<file path="src/rtl/id_ex_stage_reg_if.sv">
// rtl/id_ex_stage_reg_if.sv - ID/EX stage bundle: ID-side capture inputs, EX-side registered outputs
// The stage consumes the slave view; the ID/EX driver side uses master.
interface id_ex_stage_reg_if #(
  parameter int DATA_WIDTH     = 32,
  parameter int REG_ADDR_WIDTH = 5
);
  logic                      stall;
  logic                      flush;
  logic                      in_valid;
  logic [DATA_WIDTH-1:0]     in_rs_data;
  logic [DATA_WIDTH-1:0]     in_rt_data;
  logic [DATA_WIDTH-1:0]     in_imm;
  logic [REG_ADDR_WIDTH-1:0] in_rs;
  logic [REG_ADDR_WIDTH-1:0] in_rt;
  logic [REG_ADDR_WIDTH-1:0] in_rd;
  logic [1:0]                in_alu_op;
  logic [5:0]                in_funct;
  logic                      in_alu_src;
  logic                      in_reg_dst;
  logic                      in_reg_write;
  logic                      in_mem_read;
  logic                      in_mem_write;
  logic                      in_mem_to_reg;
  logic                      in_branch;

  logic [3:0]                operation;
  logic [DATA_WIDTH-1:0]     data_0;
  logic [DATA_WIDTH-1:0]     data_1;
  logic [DATA_WIDTH-1:0]     store_data;
  logic [REG_ADDR_WIDTH-1:0] rs_q;
  logic [REG_ADDR_WIDTH-1:0] rt_q;
  logic [REG_ADDR_WIDTH-1:0] write_reg;
  logic                      reg_write;
  logic                      mem_read;
  logic                      mem_write;
  logic                      mem_to_reg;
  logic                      branch;
  logic                      valid;
  logic                      illegal_op;
  logic                      hazard_stall;

  modport master (
    output stall, flush, in_valid, in_rs_data, in_rt_data, in_imm,
           in_rs, in_rt, in_rd, in_alu_op, in_funct, in_alu_src, in_reg_dst,
           in_reg_write, in_mem_read, in_mem_write, in_mem_to_reg, in_branch,
    input  operation, data_0, data_1, store_data, rs_q, rt_q, write_reg,
           reg_write, mem_read, mem_write, mem_to_reg, branch, valid,
           illegal_op, hazard_stall
  );

  modport slave (
    input  stall, flush, in_valid, in_rs_data, in_rt_data, in_imm,
           in_rs, in_rt, in_rd, in_alu_op, in_funct, in_alu_src, in_reg_dst,
           in_reg_write, in_mem_read, in_mem_write, in_mem_to_reg, in_branch,
    output operation, data_0, data_1, store_data, rs_q, rt_q, write_reg,
           reg_write, mem_read, mem_write, mem_to_reg, branch, valid,
           illegal_op, hazard_stall
  );
endinterface

</file>
<file path="src/rtl/id_ex_stage_reg.sv">
// rtl/id_ex_stage_reg.sv - ID/EX pipeline register with ALU-control decode and load-use detect
// Priority on each edge: reset, flush, stall (hold), then load or bubble.
module id_ex_stage_reg #(
  parameter int DATA_WIDTH     = 32,
  parameter int REG_ADDR_WIDTH = 5
) (
  input logic               clock,
  input logic               reset,
  id_ex_stage_reg_if.slave  bus
);

  localparam logic [3:0] OP_AND = 4'b0000;
  localparam logic [3:0] OP_OR  = 4'b0001;
  localparam logic [3:0] OP_ADD = 4'b0010;
  localparam logic [3:0] OP_SUB = 4'b0110;
  localparam logic [3:0] OP_SLT = 4'b0111;
  localparam logic [3:0] OP_NOR = 4'b1100;

  logic [3:0]                dec_op;
  logic                      dec_illegal;
  logic [REG_ADDR_WIDTH-1:0] sel_write_reg;

  logic [3:0]                op_q;
  logic [DATA_WIDTH-1:0]     data_0_q;
  logic [DATA_WIDTH-1:0]     data_1_q;
  logic [DATA_WIDTH-1:0]     store_data_q;
  logic [REG_ADDR_WIDTH-1:0] rs_r;
  logic [REG_ADDR_WIDTH-1:0] rt_r;
  logic [REG_ADDR_WIDTH-1:0] write_reg_q;
  logic                      reg_write_q;
  logic                      mem_read_q;
  logic                      mem_write_q;
  logic                      mem_to_reg_q;
  logic                      branch_q;
  logic                      valid_q;
  logic                      illegal_q;

  always_comb begin
    dec_op      = OP_AND;
    dec_illegal = 1'b0;
    case (bus.in_alu_op)
      2'b00: dec_op = OP_ADD;
      2'b01: dec_op = OP_SUB;
      2'b10: begin
        case (bus.in_funct)
          6'b100000: dec_op = OP_ADD;
          6'b100010: dec_op = OP_SUB;
          6'b100100: dec_op = OP_AND;
          6'b100101: dec_op = OP_OR;
          6'b101010: dec_op = OP_SLT;
          6'b100111: dec_op = OP_NOR;
          default:   dec_illegal = 1'b1;
        endcase
      end
      default: dec_illegal = 1'b1;
    endcase
  end

  assign sel_write_reg = bus.in_reg_dst ? bus.in_rd : bus.in_rt;

  always_ff @(posedge clock) begin
    if (reset || bus.flush || (!bus.stall && !bus.in_valid)) begin
      op_q         <= '0;
      data_0_q     <= '0;
      data_1_q     <= '0;
      store_data_q <= '0;
      rs_r         <= '0;
      rt_r         <= '0;
      write_reg_q  <= '0;
      reg_write_q  <= 1'b0;
      mem_read_q   <= 1'b0;
      mem_write_q  <= 1'b0;
      mem_to_reg_q <= 1'b0;
      branch_q     <= 1'b0;
      valid_q      <= 1'b0;
      illegal_q    <= 1'b0;
    end else if (!bus.stall) begin
      op_q         <= dec_op;
      data_0_q     <= bus.in_rs_data;
      data_1_q     <= bus.in_alu_src ? bus.in_imm : bus.in_rt_data;
      store_data_q <= bus.in_rt_data;
      rs_r         <= bus.in_rs;
      rt_r         <= bus.in_rt;
      write_reg_q  <= sel_write_reg;
      // Writes to $0 are dropped here so downstream forwarding never sees them.
      reg_write_q  <= bus.in_reg_write && (sel_write_reg != '0) && !dec_illegal;
      mem_read_q   <= bus.in_mem_read && !dec_illegal;
      mem_write_q  <= bus.in_mem_write && !dec_illegal;
      mem_to_reg_q <= bus.in_mem_to_reg;
      branch_q     <= bus.in_branch;
      valid_q      <= 1'b1;
      illegal_q    <= dec_illegal;
    end
  end

  assign bus.operation  = op_q;
  assign bus.data_0     = data_0_q;
  assign bus.data_1     = data_1_q;
  assign bus.store_data = store_data_q;
  assign bus.rs_q       = rs_r;
  assign bus.rt_q       = rt_r;
  assign bus.write_reg  = write_reg_q;
  assign bus.reg_write  = reg_write_q;
  assign bus.mem_read   = mem_read_q;
  assign bus.mem_write  = mem_write_q;
  assign bus.mem_to_reg = mem_to_reg_q;
  assign bus.branch     = branch_q;
  assign bus.valid      = valid_q;
  assign bus.illegal_op = illegal_q;

  // Ungated by stall/flush: ID decides how to react to the request.
  assign bus.hazard_stall = valid_q && mem_read_q && (rt_r != '0) && bus.in_valid &&
                            ((rt_r == bus.in_rs) || (rt_r == bus.in_rt));

endmodule

</file>
<file path="src/flat_wrapper.sv">
// flat-port wrapper written by rule: the top's interface ports become plain ports
module id_ex_stage_reg_flat 
#(
  parameter int DATA_WIDTH     = 32,
  parameter int REG_ADDR_WIDTH = 5
)
  (clock, reset, bus_stall, bus_flush, bus_in_valid, bus_in_rs_data, bus_in_rt_data, bus_in_imm, bus_in_rs, bus_in_rt, bus_in_rd, bus_in_alu_op, bus_in_funct, bus_in_alu_src, bus_in_reg_dst, bus_in_reg_write, bus_in_mem_read, bus_in_mem_write, bus_in_mem_to_reg, bus_in_branch, bus_operation, bus_data_0, bus_data_1, bus_store_data, bus_rs_q, bus_rt_q, bus_write_reg, bus_reg_write, bus_mem_read, bus_mem_write, bus_mem_to_reg, bus_branch, bus_valid, bus_illegal_op, bus_hazard_stall);
  id_ex_stage_reg_if #(.DATA_WIDTH(DATA_WIDTH), .REG_ADDR_WIDTH(REG_ADDR_WIDTH)) bus_i ();
  input logic clock;
  input logic reset;
  input wire logic [$bits(bus_i.stall)-1:0] bus_stall;
  input wire logic [$bits(bus_i.flush)-1:0] bus_flush;
  input wire logic [$bits(bus_i.in_valid)-1:0] bus_in_valid;
  input wire logic [$bits(bus_i.in_rs_data)-1:0] bus_in_rs_data;
  input wire logic [$bits(bus_i.in_rt_data)-1:0] bus_in_rt_data;
  input wire logic [$bits(bus_i.in_imm)-1:0] bus_in_imm;
  input wire logic [$bits(bus_i.in_rs)-1:0] bus_in_rs;
  input wire logic [$bits(bus_i.in_rt)-1:0] bus_in_rt;
  input wire logic [$bits(bus_i.in_rd)-1:0] bus_in_rd;
  input wire logic [$bits(bus_i.in_alu_op)-1:0] bus_in_alu_op;
  input wire logic [$bits(bus_i.in_funct)-1:0] bus_in_funct;
  input wire logic [$bits(bus_i.in_alu_src)-1:0] bus_in_alu_src;
  input wire logic [$bits(bus_i.in_reg_dst)-1:0] bus_in_reg_dst;
  input wire logic [$bits(bus_i.in_reg_write)-1:0] bus_in_reg_write;
  input wire logic [$bits(bus_i.in_mem_read)-1:0] bus_in_mem_read;
  input wire logic [$bits(bus_i.in_mem_write)-1:0] bus_in_mem_write;
  input wire logic [$bits(bus_i.in_mem_to_reg)-1:0] bus_in_mem_to_reg;
  input wire logic [$bits(bus_i.in_branch)-1:0] bus_in_branch;
  output wire logic [$bits(bus_i.operation)-1:0] bus_operation;
  output wire logic [$bits(bus_i.data_0)-1:0] bus_data_0;
  output wire logic [$bits(bus_i.data_1)-1:0] bus_data_1;
  output wire logic [$bits(bus_i.store_data)-1:0] bus_store_data;
  output wire logic [$bits(bus_i.rs_q)-1:0] bus_rs_q;
  output wire logic [$bits(bus_i.rt_q)-1:0] bus_rt_q;
  output wire logic [$bits(bus_i.write_reg)-1:0] bus_write_reg;
  output wire logic [$bits(bus_i.reg_write)-1:0] bus_reg_write;
  output wire logic [$bits(bus_i.mem_read)-1:0] bus_mem_read;
  output wire logic [$bits(bus_i.mem_write)-1:0] bus_mem_write;
  output wire logic [$bits(bus_i.mem_to_reg)-1:0] bus_mem_to_reg;
  output wire logic [$bits(bus_i.branch)-1:0] bus_branch;
  output wire logic [$bits(bus_i.valid)-1:0] bus_valid;
  output wire logic [$bits(bus_i.illegal_op)-1:0] bus_illegal_op;
  output wire logic [$bits(bus_i.hazard_stall)-1:0] bus_hazard_stall;
  assign bus_i.stall = bus_stall;
  assign bus_i.flush = bus_flush;
  assign bus_i.in_valid = bus_in_valid;
  assign bus_i.in_rs_data = bus_in_rs_data;
  assign bus_i.in_rt_data = bus_in_rt_data;
  assign bus_i.in_imm = bus_in_imm;
  assign bus_i.in_rs = bus_in_rs;
  assign bus_i.in_rt = bus_in_rt;
  assign bus_i.in_rd = bus_in_rd;
  assign bus_i.in_alu_op = bus_in_alu_op;
  assign bus_i.in_funct = bus_in_funct;
  assign bus_i.in_alu_src = bus_in_alu_src;
  assign bus_i.in_reg_dst = bus_in_reg_dst;
  assign bus_i.in_reg_write = bus_in_reg_write;
  assign bus_i.in_mem_read = bus_in_mem_read;
  assign bus_i.in_mem_write = bus_in_mem_write;
  assign bus_i.in_mem_to_reg = bus_in_mem_to_reg;
  assign bus_i.in_branch = bus_in_branch;
  assign bus_operation = bus_i.operation;
  assign bus_data_0 = bus_i.data_0;
  assign bus_data_1 = bus_i.data_1;
  assign bus_store_data = bus_i.store_data;
  assign bus_rs_q = bus_i.rs_q;
  assign bus_rt_q = bus_i.rt_q;
  assign bus_write_reg = bus_i.write_reg;
  assign bus_reg_write = bus_i.reg_write;
  assign bus_mem_read = bus_i.mem_read;
  assign bus_mem_write = bus_i.mem_write;
  assign bus_mem_to_reg = bus_i.mem_to_reg;
  assign bus_branch = bus_i.branch;
  assign bus_valid = bus_i.valid;
  assign bus_illegal_op = bus_i.illegal_op;
  assign bus_hazard_stall = bus_i.hazard_stall;
  id_ex_stage_reg #(.DATA_WIDTH(DATA_WIDTH), .REG_ADDR_WIDTH(REG_ADDR_WIDTH)) u_core (.clock(clock), .reset(reset), .bus(bus_i));
endmodule
</file>
<file path="config.mk">
export PLATFORM = sky130hd
export DESIGN_NAME = id_ex_stage_reg_flat
export DESIGN_NICKNAME = d
export VERILOG_FILES = /design/src/rtl/id_ex_stage_reg_if.sv /design/src/rtl/id_ex_stage_reg.sv /design/src/flat_wrapper.sv
export SDC_FILE = /design/constraint.sdc
export NUM_CORES = 1
export LEC_CHECK = 0
export ABC_AREA = 0
export CORE_ASPECT_RATIO = 0.8
export CORE_MARGIN = 5
export CORE_UTILIZATION = 36
export DETAILED_ROUTE_END_ITERATION = 12
export GPL_TIMING_DRIVEN = 1
export PLACE_DENSITY = 0.84
export SETUP_SLACK_MARGIN = 0.4
export SYNTH_ARGS = -nofsm -noshare
export SYNTH_HDL_FRONTEND = slang
export SYNTH_SLANG_ARGS = --single-unit
</file>
<file path="constraint.sdc">
create_clock -name clock -period 1.2 [get_ports clock]
set_input_delay 0.12 -clock clock [delete_from_list [all_inputs] [get_ports clock]]
set_output_delay 0.12 -clock clock [all_outputs]
set_load 0.02 [all_outputs]
</file>
==> run metrics <==
status finished, violations left; failing checks setup timing; register area share after synthesis 50.1%; Final HPWL DP 11.7 mm; syn nets 649; routed wire length per instance 17.2 um; crit path kind flop to output port; final WL 17.8 mm; maxcap violations 0; fin nets 973; maximum clock rate 554 MHz; vias 4924; hold depth 3; largest net degree at the start of global routing 60; clock buffer count from CTS 17; Core ar. 13400 um^2; CTS tree done; Clk Latency, worst-skew pair 410 ps; Initial Utilization 36.3%; CP Launch Type flop; TNS Setup -916 ps; Detailed Route Iter0 Violations 151; Overall Global Routing Usage 21.5%; layout cells sized above 1 50.0%; synthesized cell area 4870 um^2; Critical Path RT 1080 ps; first-pass GRT wire length 27.1 mm; Most used DFF post-synth dfxtp_1; Net Sw Frac 24.0%; Die Span Y 114 um; cells after synthesis 518; maximum fanout along the worst path 3; number of global-route vias before repair 5024; port bufs 253; initial antenna violation count 0; Placer Congestion 0.838; # hold bufs at CTS 0; clock transition at the registers of the reported paths 60 ps; clk_skew 0 ps; Tot Pwr 11.4 mW; PD cells 1170 nW/um^2; FP Rows 38; Post-synth EDFFs 0; Clock Power Share 45.4%; Clock Sinks 122; Comb pwr share 17.3%; Setup WS post-layout -606 ps; Antenna Cells 0; final antenna-violating net count 0; DP Area 8010 um^2; P_int 8.68 mW; WHS 35.5 ps; yosys warns 0; Pre-Repair DR Iteration Count 4; Netlist cell types 29; root buf cell clkbuf_16; worst relative slew slack 79.9%; post-route design area 9740 um^2; reg2reg path depth 4; VDD IR max 1030 uV; share of flip-flops with an asynchronous set or reset 0%; Setup Viol. Count Final 2; Yosys reg bits 122; Worst Setup End Kind output port; CP arrival 1690 ps; DRC Markers 0; vias per cell 4.76; final worst path period need 1810 ps; Area Overhead vs Synth 99.9%; part of the power in registers 37.3%; Mapped Avg Cell Area 9.41 um^2; unrepaired setup endpoints after global routing yes; Slew @ Worst Pin 293 ps; die area 16000 um^2; htree depth 4; P_sw 2.75 mW; final hold vios 0; period utilization 151%; max-slew violations 0; die extent in x 140 um; HP Class input pin to flop; clk buf depth 2; Ports 254; Static Leak 4.30 nW; grt total ovfl 0
[critical path: stages, from the launching register on]
cell	delay, ps
dfxtp_4	350
or4_4	520
o2111ai_4	200
a21oi_2	50
buf_4	160
[synthesized netlist by cell type, types with 2 or more instances]
cell / number / area share, %
nor2_1: 154 / 12
dfxtp_1: 122 / 50
mux2i_1: 113 / 23
a21oi_1: 43 / 4.4
clkbuf_1: 23 / 1.8
buf_2: 13 / 1.3
xor2_1: 6 / 1.1
nand3b_1: 5 / 0.77
nand2_1: 4 / 0.31
xnor2_1: 4 / 0.72
a32o_1: 3 / 0.62
inv_1: 3 / 0.23
nor2b_1: 3 / 0.39
nor3_1: 3 / 0.31
nand3_1: 2 / 0.21
o2111ai_1: 2 / 0.36
o21ai_0: 2 / 0.21
or4_1: 2 / 0.31
[stage by stage]
| step | utilization [%] | worst slack, ps | instances |
|---|---|---|---|
| 2_1_floorplan | - | -82.1 | 518 |
| 3_3_place_gp | 59.7 | -787 | 964 |
| 3_5_place_dp | 59.7 | -790 | 964 |
| 4_1_cts | 70.5 | -622 | 1026 |
| 5_1_grt | 72.6 | -662 | 1034 |
| 6_report | 72.6 | -606 | 1034 |
[final timing paths]
| kind | slack [ps] | end | from |
|---|---|---|---|
| hold reg to reg | 480 | u_core.bus.operation[1] | u_core.bus.operation[1] |
| setup / recovery | -610 | bus_hazard_stall | u_core.bus.rt_q[1] |
| hold / removal | 40 | u_core.bus.illegal_op | bus_stall |
| setup reg to reg | 310 | u_core.bus.rt_q[2] | u_core.bus.rt_q[2] |
[cells by family (layout without fill, tap and decap cells)]
logic type             count (synthesis)  count (layout)  share of synthesized area [%]
AND/OR/NAND/NOR                      177             177                           14.7
flip-flops                           122             122                           50.1
multiplexers                         113             113                           23.2
AO/OA/AOI/OAI                         57              57                           6.83
buffers and inverters                 39             375                           3.34
XOR/XNOR                              10              10                           1.80
[cell type report]
class,instances,area (um^2)
fill,907,3670
sequential,122,2610
clock inverter,6,85.1
tap,180,225
clock buffer,25,515
timing repair buffer,341,3690
multi-input combinational,357,2600
inverter,3,11.3
[metal layers]
metal / vias to the layer above / wire (um) / global-route usage, % / share of wire [%]
met1: 2317 / 7250 / 24.9 / 41
met2: 175 / 8840 / 37.1 / 50
met3: 26 / 1360 / 7.64 / 7.7
li1: 2406 / - / - / -
met5: - / 0 / 0 / 0
met4: 0 / 300 / 7.36 / 1.7
[cell usage in the layout (no fill, tap or decap), types with 6 or more instances in the layout]
| cell | count |
|---|---|
| clkdlybuf4s50_1 | 110 |
| xor2_1 | 6 |
| dfxtp_4 | 6 |
| dfxtp_2 | 116 |
| mux2i_1 | 110 |
| nor2_4 | 21 |
| nor2_1 | 128 |
| buf_6 | 145 |
| clkbuf_16 | 17 |
| a21oi_1 | 37 |
| buf_4 | 49 |
| clkbuf_8 | 6 |
| buf_12 | 12 |
[power groups by stage]
stage / combinational [mW] / clock [mW] / sequential (mW)
CTS: 1.87 / 5.26 / 4.26
floorplan: 0.663 / 0 / 4.44
global route: 2.09 / 5.46 / 4.27
finish: 1.98 / 5.19 / 4.26
detailed placement: 1.65 / 0 / 4.31
global placement: 1.63 / 0 / 4.31
[what timing repair did]
| action | CTS | global route |
|---|---|---|
| setup endpoints to repair | 245 | 173 |
| gates resized for setup | 952 | 70 |
| buffers inserted | 25 | 8 |
| pin swaps | 16 | 34 |
| endpoints found under the hold margin | 0 | 0 |
| gates cloned | 6 | 0 |
(Power assumes the default switching activity.)
